--- config.mk ---
export PLATFORM = sky130hd
export DESIGN_NAME = fetch_sequencer_flat
export DESIGN_NICKNAME = d
export VERILOG_FILES = /design/src/rtl/fetch_sequencer_if.sv /design/src/rtl/fetch_sequencer.sv /design/src/flat_wrapper.sv
export SDC_FILE = /design/constraint.sdc
export NUM_CORES = 1
export LEC_CHECK = 0
export ABC_AREA = 1
export CAP_MARGIN = 25
export CORE_MARGIN = 1
export CORE_UTILIZATION = 30
export DETAILED_ROUTE_END_ITERATION = 8
export SYNTH_ARGS = -nofsm -noshare
export SYNTH_HDL_FRONTEND = slang
export SYNTH_SLANG_ARGS = --single-unit
--- constraint.sdc ---
create_clock -name clk -period 3.4 [get_ports clk]
set_input_delay 0.34 -clock clk [delete_from_list [all_inputs] [get_ports clk]]
set_output_delay 0.34 -clock clk [all_outputs]
set_load 0.005 [all_outputs]
--- src/rtl/fetch_sequencer_if.sv ---
// Bundle between the fetch sequencer and its async fetch path / output consumer.
// Latency: none (wires only).
// Backpressure: carries the out_valid/out_ready handshake and the four-phase ack lines.
interface fetch_sequencer_if #(
    parameter int ADDR_W  = 4,
    parameter int INSTR_W = 16
);
    // control from synchronous logic
    logic               run;
    logic               pc_load;
    logic [ADDR_W-1:0]  pc_init;
    logic               err_clr;
    // requests towards the async fetch path
    logic [ADDR_W-1:0]  addr;
    logic [1:0]         ph0;
    logic [1:0]         ph1;
    logic               instr_ack_next;
    // acks and bundled data from the async fetch path
    logic               mem_addr_ack;
    logic               ctrl_ack;
    logic               instr_ack_before;
    logic [INSTR_W-1:0] instruction;
    // captured-instruction stream
    logic [INSTR_W-1:0] out_instr;
    logic [ADDR_W-1:0]  out_addr;
    logic               out_valid;
    logic               out_ready;
    // status
    logic               busy;
    logic               timeout_err;

    modport master (
        input  run, pc_load, pc_init, err_clr,
        input  mem_addr_ack, ctrl_ack, instr_ack_before, instruction,
        input  out_ready,
        output addr, ph0, ph1, instr_ack_next,
        output out_instr, out_addr, out_valid,
        output busy, timeout_err
    );

    modport slave (
        output run, pc_load, pc_init, err_clr,
        output mem_addr_ack, ctrl_ack, instr_ack_before, instruction,
        output out_ready,
        input  addr, ph0, ph1, instr_ack_next,
        input  out_instr, out_addr, out_valid,
        input  busy, timeout_err
    );
endinterface

--- src/rtl/fetch_sequencer.sv ---
// Drives four-phase dual-rail fetch handshakes into the async path and captures each instruction.
// Latency: 1 + 4*(SYNC_STAGES+1) + 2 cycles per fetch with instant acks (15 at defaults).
// Backpressure: single output register; no new fetch starts while an unaccepted word is held.
module fetch_sequencer #(
    parameter int ADDR_W      = 4,
    parameter int INSTR_W     = 16,
    parameter int SYNC_STAGES = 2,
    parameter int TIMEOUT     = 255
) (
    input  logic             clk,
    input  logic             rst_n,
    fetch_sequencer_if.master fif
);

    localparam logic [3:0] S_IDLE       = 4'd0;
    localparam logic [3:0] S_ADDR_SETUP = 4'd1;
    localparam logic [3:0] S_ADDR_REQ   = 4'd2;
    localparam logic [3:0] S_ADDR_RTZ   = 4'd3;
    localparam logic [3:0] S_LATCH_REQ  = 4'd4;
    localparam logic [3:0] S_CAPTURE    = 4'd5;
    localparam logic [3:0] S_INSTR_ACK  = 4'd6;
    localparam logic [3:0] S_ACK_RTZ    = 4'd7;
    localparam logic [3:0] S_ERROR      = 4'd8;

    localparam logic [1:0] PH_SPACER = 2'b00;
    localparam logic [1:0] PH_TOKEN  = 2'b10;

    localparam int               CNT_W    = $clog2(TIMEOUT + 1);
    localparam logic [CNT_W-1:0] CNT_LAST = CNT_W'(TIMEOUT - 1);
    localparam logic [CNT_W-1:0] CNT_SAT  = {CNT_W{1'b1}};

    logic [SYNC_STAGES-1:0] sync_m;
    logic [SYNC_STAGES-1:0] sync_c;
    logic [SYNC_STAGES-1:0] sync_i;
    logic                   a_m;
    logic                   a_c;
    logic                   a_i;

    logic [3:0]        state;
    logic [3:0]        state_nxt;
    logic [CNT_W-1:0]  wait_cnt;
    logic              timed_out;
    logic [ADDR_W-1:0] pc;
    logic [ADDR_W-1:0] pc_nxt;

    assign a_m = sync_m[SYNC_STAGES-1];
    assign a_c = sync_c[SYNC_STAGES-1];
    assign a_i = sync_i[SYNC_STAGES-1];

    // Last cycle allowed in an ack-wait state; only consulted when the exit condition is false
    assign timed_out = (wait_cnt == CNT_LAST);

    assign fif.busy = (state != S_IDLE) && (state != S_ERROR);

    // Bring the three asynchronous acks into the clock domain
    always_ff @(posedge clk or negedge rst_n) begin
        if (!rst_n) begin
            sync_m <= '0;
            sync_c <= '0;
            sync_i <= '0;
        end else begin
            sync_m <= {sync_m[SYNC_STAGES-2:0], fif.mem_addr_ack};
            sync_c <= {sync_c[SYNC_STAGES-2:0], fif.ctrl_ack};
            sync_i <= {sync_i[SYNC_STAGES-2:0], fif.instr_ack_before};
        end
    end

    // Handshake sequencing; ADDR_RTZ also waits for a_i low so a responder still holding
    // its instruction ack after a reset cannot be mistaken for a completed latch
    always_comb begin
        state_nxt = state;
        case (state)
            S_IDLE:       if (fif.run && !fif.out_valid) state_nxt = S_ADDR_SETUP;
            S_ADDR_SETUP: state_nxt = S_ADDR_REQ;
            S_ADDR_REQ: begin
                if (a_m && a_c)     state_nxt = S_ADDR_RTZ;
                else if (timed_out) state_nxt = S_ERROR;
            end
            S_ADDR_RTZ: begin
                if (!a_m && !a_c && !a_i) state_nxt = S_LATCH_REQ;
                else if (timed_out)       state_nxt = S_ERROR;
            end
            S_LATCH_REQ: begin
                if (a_i)            state_nxt = S_CAPTURE;
                else if (timed_out) state_nxt = S_ERROR;
            end
            S_CAPTURE:    state_nxt = S_INSTR_ACK;
            S_INSTR_ACK: begin
                if (!a_i)           state_nxt = S_ACK_RTZ;
                else if (timed_out) state_nxt = S_ERROR;
            end
            S_ACK_RTZ: begin
                if (fif.run && (!fif.out_valid || fif.out_ready)) state_nxt = S_ADDR_SETUP;
                else if (!fif.run)                                state_nxt = S_IDLE;
            end
            S_ERROR:      if (fif.err_clr) state_nxt = S_IDLE;
            default:      state_nxt = S_IDLE;
        endcase
    end

    // pc advances once per completed fetch (on entry to ACK_RTZ) and loads only when not busy
    always_comb begin
        pc_nxt = pc;
        if (state == S_INSTR_ACK && state_nxt == S_ACK_RTZ) begin
            pc_nxt = pc + 1'b1;
        end else if (fif.pc_load && (state == S_IDLE || state == S_ERROR)) begin
            pc_nxt = fif.pc_init;
        end
    end

    // State, pc and the per-state wait counter
    always_ff @(posedge clk or negedge rst_n) begin
        if (!rst_n) begin
            state    <= S_IDLE;
            pc       <= '0;
            wait_cnt <= '0;
        end else begin
            state <= state_nxt;
            pc    <= pc_nxt;
            if (state_nxt != state) begin
                wait_cnt <= '0;
            end else if (wait_cnt != CNT_SAT) begin
                wait_cnt <= wait_cnt + 1'b1;
            end
        end
    end

    // Async-facing outputs are registered from the next state so they never glitch;
    // addr settles on entry to ADDR_SETUP, one full cycle ahead of the ph0 token
    always_ff @(posedge clk or negedge rst_n) begin
        if (!rst_n) begin
            fif.addr           <= '0;
            fif.ph0            <= PH_SPACER;
            fif.ph1            <= PH_SPACER;
            fif.instr_ack_next <= 1'b0;
            fif.timeout_err    <= 1'b0;
        end else begin
            fif.ph0            <= (state_nxt == S_ADDR_REQ) ? PH_TOKEN : PH_SPACER;
            fif.ph1            <= (state_nxt == S_LATCH_REQ || state_nxt == S_CAPTURE)
                                  ? PH_TOKEN : PH_SPACER;
            fif.instr_ack_next <= (state_nxt == S_INSTR_ACK);
            fif.timeout_err    <= (state_nxt == S_ERROR);
            if (state_nxt == S_ADDR_SETUP) begin
                fif.addr <= pc_nxt;
            end
        end
    end

    // Output word register; a capture in the same cycle as an accept keeps the word valid
    always_ff @(posedge clk or negedge rst_n) begin
        if (!rst_n) begin
            fif.out_instr <= '0;
            fif.out_addr  <= '0;
            fif.out_valid <= 1'b0;
        end else if (state == S_CAPTURE) begin
            fif.out_instr <= fif.instruction;
            fif.out_addr  <= fif.addr;
            fif.out_valid <= 1'b1;
        end else if (fif.out_valid && fif.out_ready) begin
            fif.out_valid <= 1'b0;
        end
    end

endmodule

--- src/flat_wrapper.sv ---
// flat-port wrapper written by rule: the top's interface ports become plain ports
module fetch_sequencer_flat 
#(
    parameter int ADDR_W      = 4,
    parameter int INSTR_W     = 16,
    parameter int SYNC_STAGES = 2,
    parameter int TIMEOUT     = 255
)
  (clk, rst_n, fif_run, fif_pc_load, fif_pc_init, fif_err_clr, fif_mem_addr_ack, fif_ctrl_ack, fif_instr_ack_before, fif_instruction, fif_out_ready, fif_addr, fif_ph0, fif_ph1, fif_instr_ack_next, fif_out_instr, fif_out_addr, fif_out_valid, fif_busy, fif_timeout_err);
  fetch_sequencer_if #(.ADDR_W(ADDR_W), .INSTR_W(INSTR_W)) fif_i ();
  input  logic clk;
  input  logic rst_n;
  input wire logic [$bits(fif_i.run)-1:0] fif_run;
  input wire logic [$bits(fif_i.pc_load)-1:0] fif_pc_load;
  input wire logic [$bits(fif_i.pc_init)-1:0] fif_pc_init;
  input wire logic [$bits(fif_i.err_clr)-1:0] fif_err_clr;
  input wire logic [$bits(fif_i.mem_addr_ack)-1:0] fif_mem_addr_ack;
  input wire logic [$bits(fif_i.ctrl_ack)-1:0] fif_ctrl_ack;
  input wire logic [$bits(fif_i.instr_ack_before)-1:0] fif_instr_ack_before;
  input wire logic [$bits(fif_i.instruction)-1:0] fif_instruction;
  input wire logic [$bits(fif_i.out_ready)-1:0] fif_out_ready;
  output wire logic [$bits(fif_i.addr)-1:0] fif_addr;
  output wire logic [$bits(fif_i.ph0)-1:0] fif_ph0;
  output wire logic [$bits(fif_i.ph1)-1:0] fif_ph1;
  output wire logic [$bits(fif_i.instr_ack_next)-1:0] fif_instr_ack_next;
  output wire logic [$bits(fif_i.out_instr)-1:0] fif_out_instr;
  output wire logic [$bits(fif_i.out_addr)-1:0] fif_out_addr;
  output wire logic [$bits(fif_i.out_valid)-1:0] fif_out_valid;
  output wire logic [$bits(fif_i.busy)-1:0] fif_busy;
  output wire logic [$bits(fif_i.timeout_err)-1:0] fif_timeout_err;
  assign fif_i.run = fif_run;
  assign fif_i.pc_load = fif_pc_load;
  assign fif_i.pc_init = fif_pc_init;
  assign fif_i.err_clr = fif_err_clr;
  assign fif_i.mem_addr_ack = fif_mem_addr_ack;
  assign fif_i.ctrl_ack = fif_ctrl_ack;
  assign fif_i.instr_ack_before = fif_instr_ack_before;
  assign fif_i.instruction = fif_instruction;
  assign fif_i.out_ready = fif_out_ready;
  assign fif_addr = fif_i.addr;
  assign fif_ph0 = fif_i.ph0;
  assign fif_ph1 = fif_i.ph1;
  assign fif_instr_ack_next = fif_i.instr_ack_next;
  assign fif_out_instr = fif_i.out_instr;
  assign fif_out_addr = fif_i.out_addr;
  assign fif_out_valid = fif_i.out_valid;
  assign fif_busy = fif_i.busy;
  assign fif_timeout_err = fif_i.timeout_err;
  fetch_sequencer #(.ADDR_W(ADDR_W), .INSTR_W(INSTR_W), .SYNC_STAGES(SYNC_STAGES), .TIMEOUT(TIMEOUT)) u_core (.clk(clk), .rst_n(rst_n), .fif(fif_i));
endmodule
======== Word level (Yosys, flattened, before mapping) ========
Cells that the tools add are included.
word-level totals
  register bits ........................... 53
  latch bits .............................. 0
  memory bits (writable) .................. 0
  memory bits (read-only) ................. 0
  input port bits ......................... 29
  output and inout port bits .............. 32
  memories kept ........................... 0
cells by class
  add/subtract/negate cells ............... 2
  multipliers ............................. 0
  divide/modulo/power cells ............... 0
  order comparisons ....................... 0
  eq/ne operators ......................... 19
  shift operators ......................... 0
  muxes and demuxes ....................... 18
  bitwise operators ....................... 0
  reduce and logical (&&, ||, !) cells .... 20
operators with widths
  operator                                                         number
  4-bit 2-to-1 mux                                                 11
  4-bit one-hot mux with 9 select lines                            1
  4-bit by 3-bit == test with 1-bit output, second input constant  8
  8-bit 2-to-1 mux                                                 2
  4-bit by 2-bit == test with 1-bit output, second input constant  3
  1-bit logical AND                                                9
  8-bit by 1-bit adder with 8-bit output, second input constant    1
  4-bit by 1-bit == test with 1-bit output, second input constant  2
  4-bit == test, second input constant                             2
  8-bit == test, second input constant                             1
  8-bit != test, second input constant                             1
  4-bit by 1-bit adder with 4-bit output, second input constant    1
  1-bit zero test                                                  4
  4-bit zero test                                                  1
  2-bit 2-to-1 mux                                                 2
  4-bit != test                                                    1
  4-bit != test, second input constant                             1
  2-bit nonzero test                                               2
  4-bit nonzero test                                               1
  1-bit logical OR                                                 3
  1-bit 2-to-1 mux                                                 2

======== Logic depth before layout (Yosys ltp) ========
  depth after elaboration ................. 8
  mapped depth ............................ 14
  depth with buffers taken out ............ 14

======== Least setup slack after synthesis ========
OpenSTA, ideal clock, no wires.
  path kind ............................... reg-to-reg
  start point ............................. register u_core.wait_cnt[0]
  end point ............................... register u_core.wait_cnt[1]
  setup time .............................. 0.126 ns
  data arrival time ....................... 1.516 ns
  setup slack ............................. 1.758 ns
  cell stages (with the launch flop) ...... 14
  buffers on the path ..................... 0
  clock period less this slack ............ 1.642 ns
  cell sequence ........................... dfrtp_1 > inv_1 > ha_1 > inv_1 > nor2_1 > nand2_2 > nand2_1 > nand2_1 > nand2_2 > nand2_2 > nor2_4 > nand2_1 > nand3_4 > nor3_2
on the way
  cells in the longest elaborated chain, start to end .. 6
  elaborated cells between the ends (all ways) .. 13
  classes of those cells .................. add/sub (1); eq/ne (3); mux (8); reduce/logical (1)
ends and longest elaborated chain
  what                                                    RTL line                source
  from (decl)                                             fetch_sequencer.sv:41   logic [CNT_W-1:0] wait_cnt;
  from (signal assigned)                                  fetch_sequencer.sv:123  wait_cnt <= wait_cnt + 1'b1;
  8-bit == test                                           fetch_sequencer.sv:51   assign timed_out = (wait_cnt == CNT_LAST);
  4-bit 2-to-1 mux                                        n/a
  4-bit 2-to-1 mux (on tied branches)                     n/a
  4-bit one-hot mux with 9 select lines                   fetch_sequencer.sv:72   case (state)
  4-bit != test                                           fetch_sequencer.sv:120  if (state_nxt != state) begin
  8-bit 2-to-1 mux or 2-bit nonzero test (tied branches)  n/a
Several ways; a longest one is shown, not always the timed one. The select of a mux whose other input is x is not followed.
A chain may end at the register's enable or synchronous reset.

======== Worst setup path in the final report ========
  start point ............................. register u_core.state[0]
  end point ............................... output port fif_busy
on the way
  cells in the longest elaborated chain, start to end .. 2
  elaborated cells between the ends (all ways) .. 3
  classes of those cells .................. eq/ne (1); reduce/logical (2)
ends and longest elaborated chain
  what                                                 RTL line                source
  from (decl)                                          fetch_sequencer.sv:39   logic [3:0] state;
  from (signal assigned)                               fetch_sequencer.sv:118  state <= state_nxt;
  4-bit != test or 4-bit nonzero test (tied branches)  fetch_sequencer.sv:53   assign fif.busy = (state != S_IDLE) && (state != S_ERROR);
  1-bit logical AND (*)                                fetch_sequencer.sv:53
  to (decl)                                            flat_wrapper.sv:29      output wire logic [$bits(fif_i.busy)-1:0] fif_busy;
Mark *: on every way between the ends. The rest lies on a longest branch, timed or not.

==> flow_metrics.env <==
export IMPL_drtAntennaViolNets=0
export IMPL_synth_yosys_seq_area_share_pct=51.5
export IMPL_synth_compound_area_share_pct=4.45
export IMPL_finalHoldViolations=20
export IMPL_grt_overflow=0
export IMPL_slew_headroom_pct=55.2
export IMPL_synth_area_mux_share_pct=0.455
export IMPL_synth_seq_cells=51
export IMPL_die_h_um=92.9
export IMPL_final_setup_tns_ns=0
export IMPL_grt_usage_pct=14.1
export IMPL_netlist_area_um2=2480
export IMPL_core_um2=7850
export IMPL_dr_first_iter_drc_count=118
export IMPL_hold_worst_slack_ns=-0.0118
export IMPL_wl_mm=5.46
export IMPL_violations="negative hold slack"
export IMPL_grt_max_degree=30
export IMPL_syn_instance_count=282
export IMPL_status="finished with violations"
export IMPL_die_x_um=92.9
export IMPL_path_cells="nor2_1, nand2_1, clkdlybuf4s50_1"
export IMPL_setup_ws_ns=1.33
export IMPL_vias_per_cell=4.34
export IMPL_post_cts_resize_count=0
export IMPL_synth_top_family_by_area="simple AND/OR/NAND/NOR gates"
export IMPL_power_leakage_uw=0.00153
export IMPL_synth_area_leader_cell="dfrtp_1"
export IMPL_nFillCells=822
export IMPL_grt_setup_unrepaired="no"
export IMPL_path_clk_slew_ns=0.10
export IMPL_antenna_found_initial=0
export IMPL_tightest_slew_ns=0.672
export IMPL_p_per_area_nw_per_um2=697
export IMPL_setup_viol=0
export IMPL_dieArea_um2=8620
export IMPL_power_uw=2270
export IMPL_grt_pass1_vias=2010
export IMPL_critPathMaxStageDelay_ns=0.47
export IMPL_cts_buffers=5
export IMPL_insertion_delay_ns=0.31
export IMPL_stdcell_area_um2=3260
export IMPL_cp_top_family="simple AND/OR/NAND/NOR gates"
export IMPL_gp_congestion=0.819
export IMPL_maxSlewViolCount=0
export IMPL_rows=32
export IMPL_synth_top_area_share_pct=51.5
export IMPL_cts_max_path_buffers=2
export IMPL_io_pins=61
export IMPL_synth_adder_area_share_pct=1.52
export IMPL_synth_xor_area_share_pct=1.77
export IMPL_initial_core_util_pct=31.6
export IMPL_end_kind="primary output"
export IMPL_via_count=1942
export IMPL_cts_tree="built"
export IMPL_fmax_mhz=482
export IMPL_drive_gt1_share_pct=13.6
export IMPL_pre_cts_ws_ns=1.44
export IMPL_final_nets=376
export IMPL_finalCritPeriodShare_pct=61.0
export IMPL_ff_latch_area_um2=1280
export IMPL_cp_max_fo=7
export IMPL_synth_area_per_cell_um2=8.78
export IMPL_multiInputGateArea_um2=1090
export IMPL_cts_sink_count=51
export IMPL_synth_distinct_cells=33
export IMPL_cpMaxStageDelayCell="dfrtp_1"
export IMPL_htreeDepth=2
export IMPL_crit_buf_inv=1
export IMPL_path_class="register to primary output"
export IMPL_post_cts_buffers=0
export IMPL_ctsHoldBuffers=0
export IMPL_diodes=0
export IMPL_io_buffers=58
export IMPL_hold_path_class="input pin to async pin"
export IMPL_cts_root_buffer="clkbuf_8"
export IMPL_layout_min_cycle_time_ns=2.07
export IMPL_cp_required_ns=3.06
export IMPL_ir_worst_vdd_uv=307
export IMPL_first_pass_iters=4
export IMPL_ys_warn_count=0
export IMPL_drc=0
export IMPL_ys_top_cells_by_area="dfrtp_1, nand2_1, nor3_2"
export IMPL_hpwl_mm=3.94
export IMPL_placed_cell_area_um2=3160
export IMPL_finClkSkew_ns=0.00618
export IMPL_area_growth_pct=31.5
export IMPL_maxCapViolCount=0
export IMPL_arrival_ns=1.73
export IMPL_post_drt_wl_per_cell_um=12.2
export IMPL_startpoint_type="register"
export IMPL_grt_pass1_wl_mm=9.52
export IMPL_synth_simple_area_share_pct=35.6
worst reg2reg max path: stages, from the launching register on:
cell and delay (ns):
dfrtp_1 0.46, inv_1 0.13, nand2_1 0.11, nor2_4 0.39, inv_1 0.45, o21ai_0 0.31
metrics by stage:
| step | utilization (%) | instances |
|---|---|---|
| after global placement | 40.3 | 439 |
| final | 41.5 | 447 |
| after global routing | 41.5 | 447 |
| after floorplan | - | 283 |
| after CTS | 41.5 | 447 |
| after detailed placement | 40.3 | 439 |
layout make-up:
| cell class | instances | share of cell area, % |
|---|---|---|
| clock buffer | 5 | 2.11 |
| clock inverter | 3 | 0.730 |
| inverter | 23 | 2.65 |
| multi-input combinational | 204 | 33.5 |
| sequential | 51 | 39.2 |
| tap | 102 | 3.92 |
| timing repair buffer | 59 | 17.9 |
power by group:
part | switching, µW | leakage (µW) | internal (µW)
logic | 487 | 0.000864 | 484
registers | 135 | 0.000616 | 791
clock network | 223 | 0.0000461 | 149
total | 845 | 0.00153 | 1420
cell usage after synthesis, drive strengths merged:
library cell / n
dfrtp: 51
ha: 3
inv: 23
conb: 1
nand3: 14
nand2: 119
o211ai: 1
o21bai: 1
nor2: 24
xor2: 3
nand3b: 1
nand4: 6
o21ai: 12
buf: 2
xnor2: 2
nor3: 9
and2: 1
a21oi: 1
a31oi: 2
clkbuf: 3
and3: 1
o22ai: 1
mux2: 1
path summary, 6_finish.rpt:
check,start,to,slack (ns),depth (start not counted)
worst max-delay path,u_core.state[0],fif_busy,1.33,3
worst min-delay path,rst_n,u_core.pc[2],-0.01,1
worst max register to register,u_core.state[1],u_core.fif.out_addr[0],1.48,5
worst min register to register,u_core.sync_m[0],u_core.sync_m[1],0.35,0
max in group asynchronous,rst_n,u_core.state[0],2.64,2
min in group clk,u_core.sync_m[0],u_core.sync_m[1],0.35,0
cell usage in the layout (no fill, tap or decap), drive strengths merged:
cell / instances
nor3: 9
nand4: 6
o211ai: 1
buf: 2
mux2: 1
and2: 1
nand3: 14
o22ai: 1
conb: 2
xor2: 3
clkdlybuf4s50: 57
clkbuf: 5
a21oi: 1
clkinv: 1
inv: 24
clkinvlp: 1
ha: 3
nor2: 24
nand3b: 1
a31oi: 2
and3: 1
dfrtp: 51
xnor2: 2
o21bai: 1
o21ai: 12
nand2: 119
layer usage:
metal / share of wire (%) / vias up / GRT usage (%) / routed length [µm]
li1: - / 1009 / - / -
met5: 0 / - / 0 / 0
met4: 0.77 / 0 / 2.69 / 42
met1: 49 / 877 / 19.5 / 2660
met2: 44 / 51 / 21.6 / 2410
met3: 6.4 / 5 / 4.52 / 347
cells by family (layout without fill, tap and decap cells):
group,count (synthesis),after routing
other cells,1,2
xor+xnor,5,5
compound gates,18,18
buf+inv,28,90
flops,51,51
fa+ha+maj,3,3
simple gates,175,175
mux,1,1
registers in the layout, summed over array words and instances (netlist names):
name and count:
u_core.fif.instr_ack_next 1, u_core.fif.ph1 1, u_core.pc 4, u_core.state 4, u_core.sync_m 2, u_core.fif.ph0 1
u_core.fif.addr 4, u_core.wait_cnt 8, u_core.fif.out_valid 1, u_core.fif.out_addr 4, u_core.sync_c 2, u_core.fif.out_instr 16
u_core.fif.timeout_err 1, u_core.sync_i 2
No activity file was read; power rests on OpenSTA's default activity.
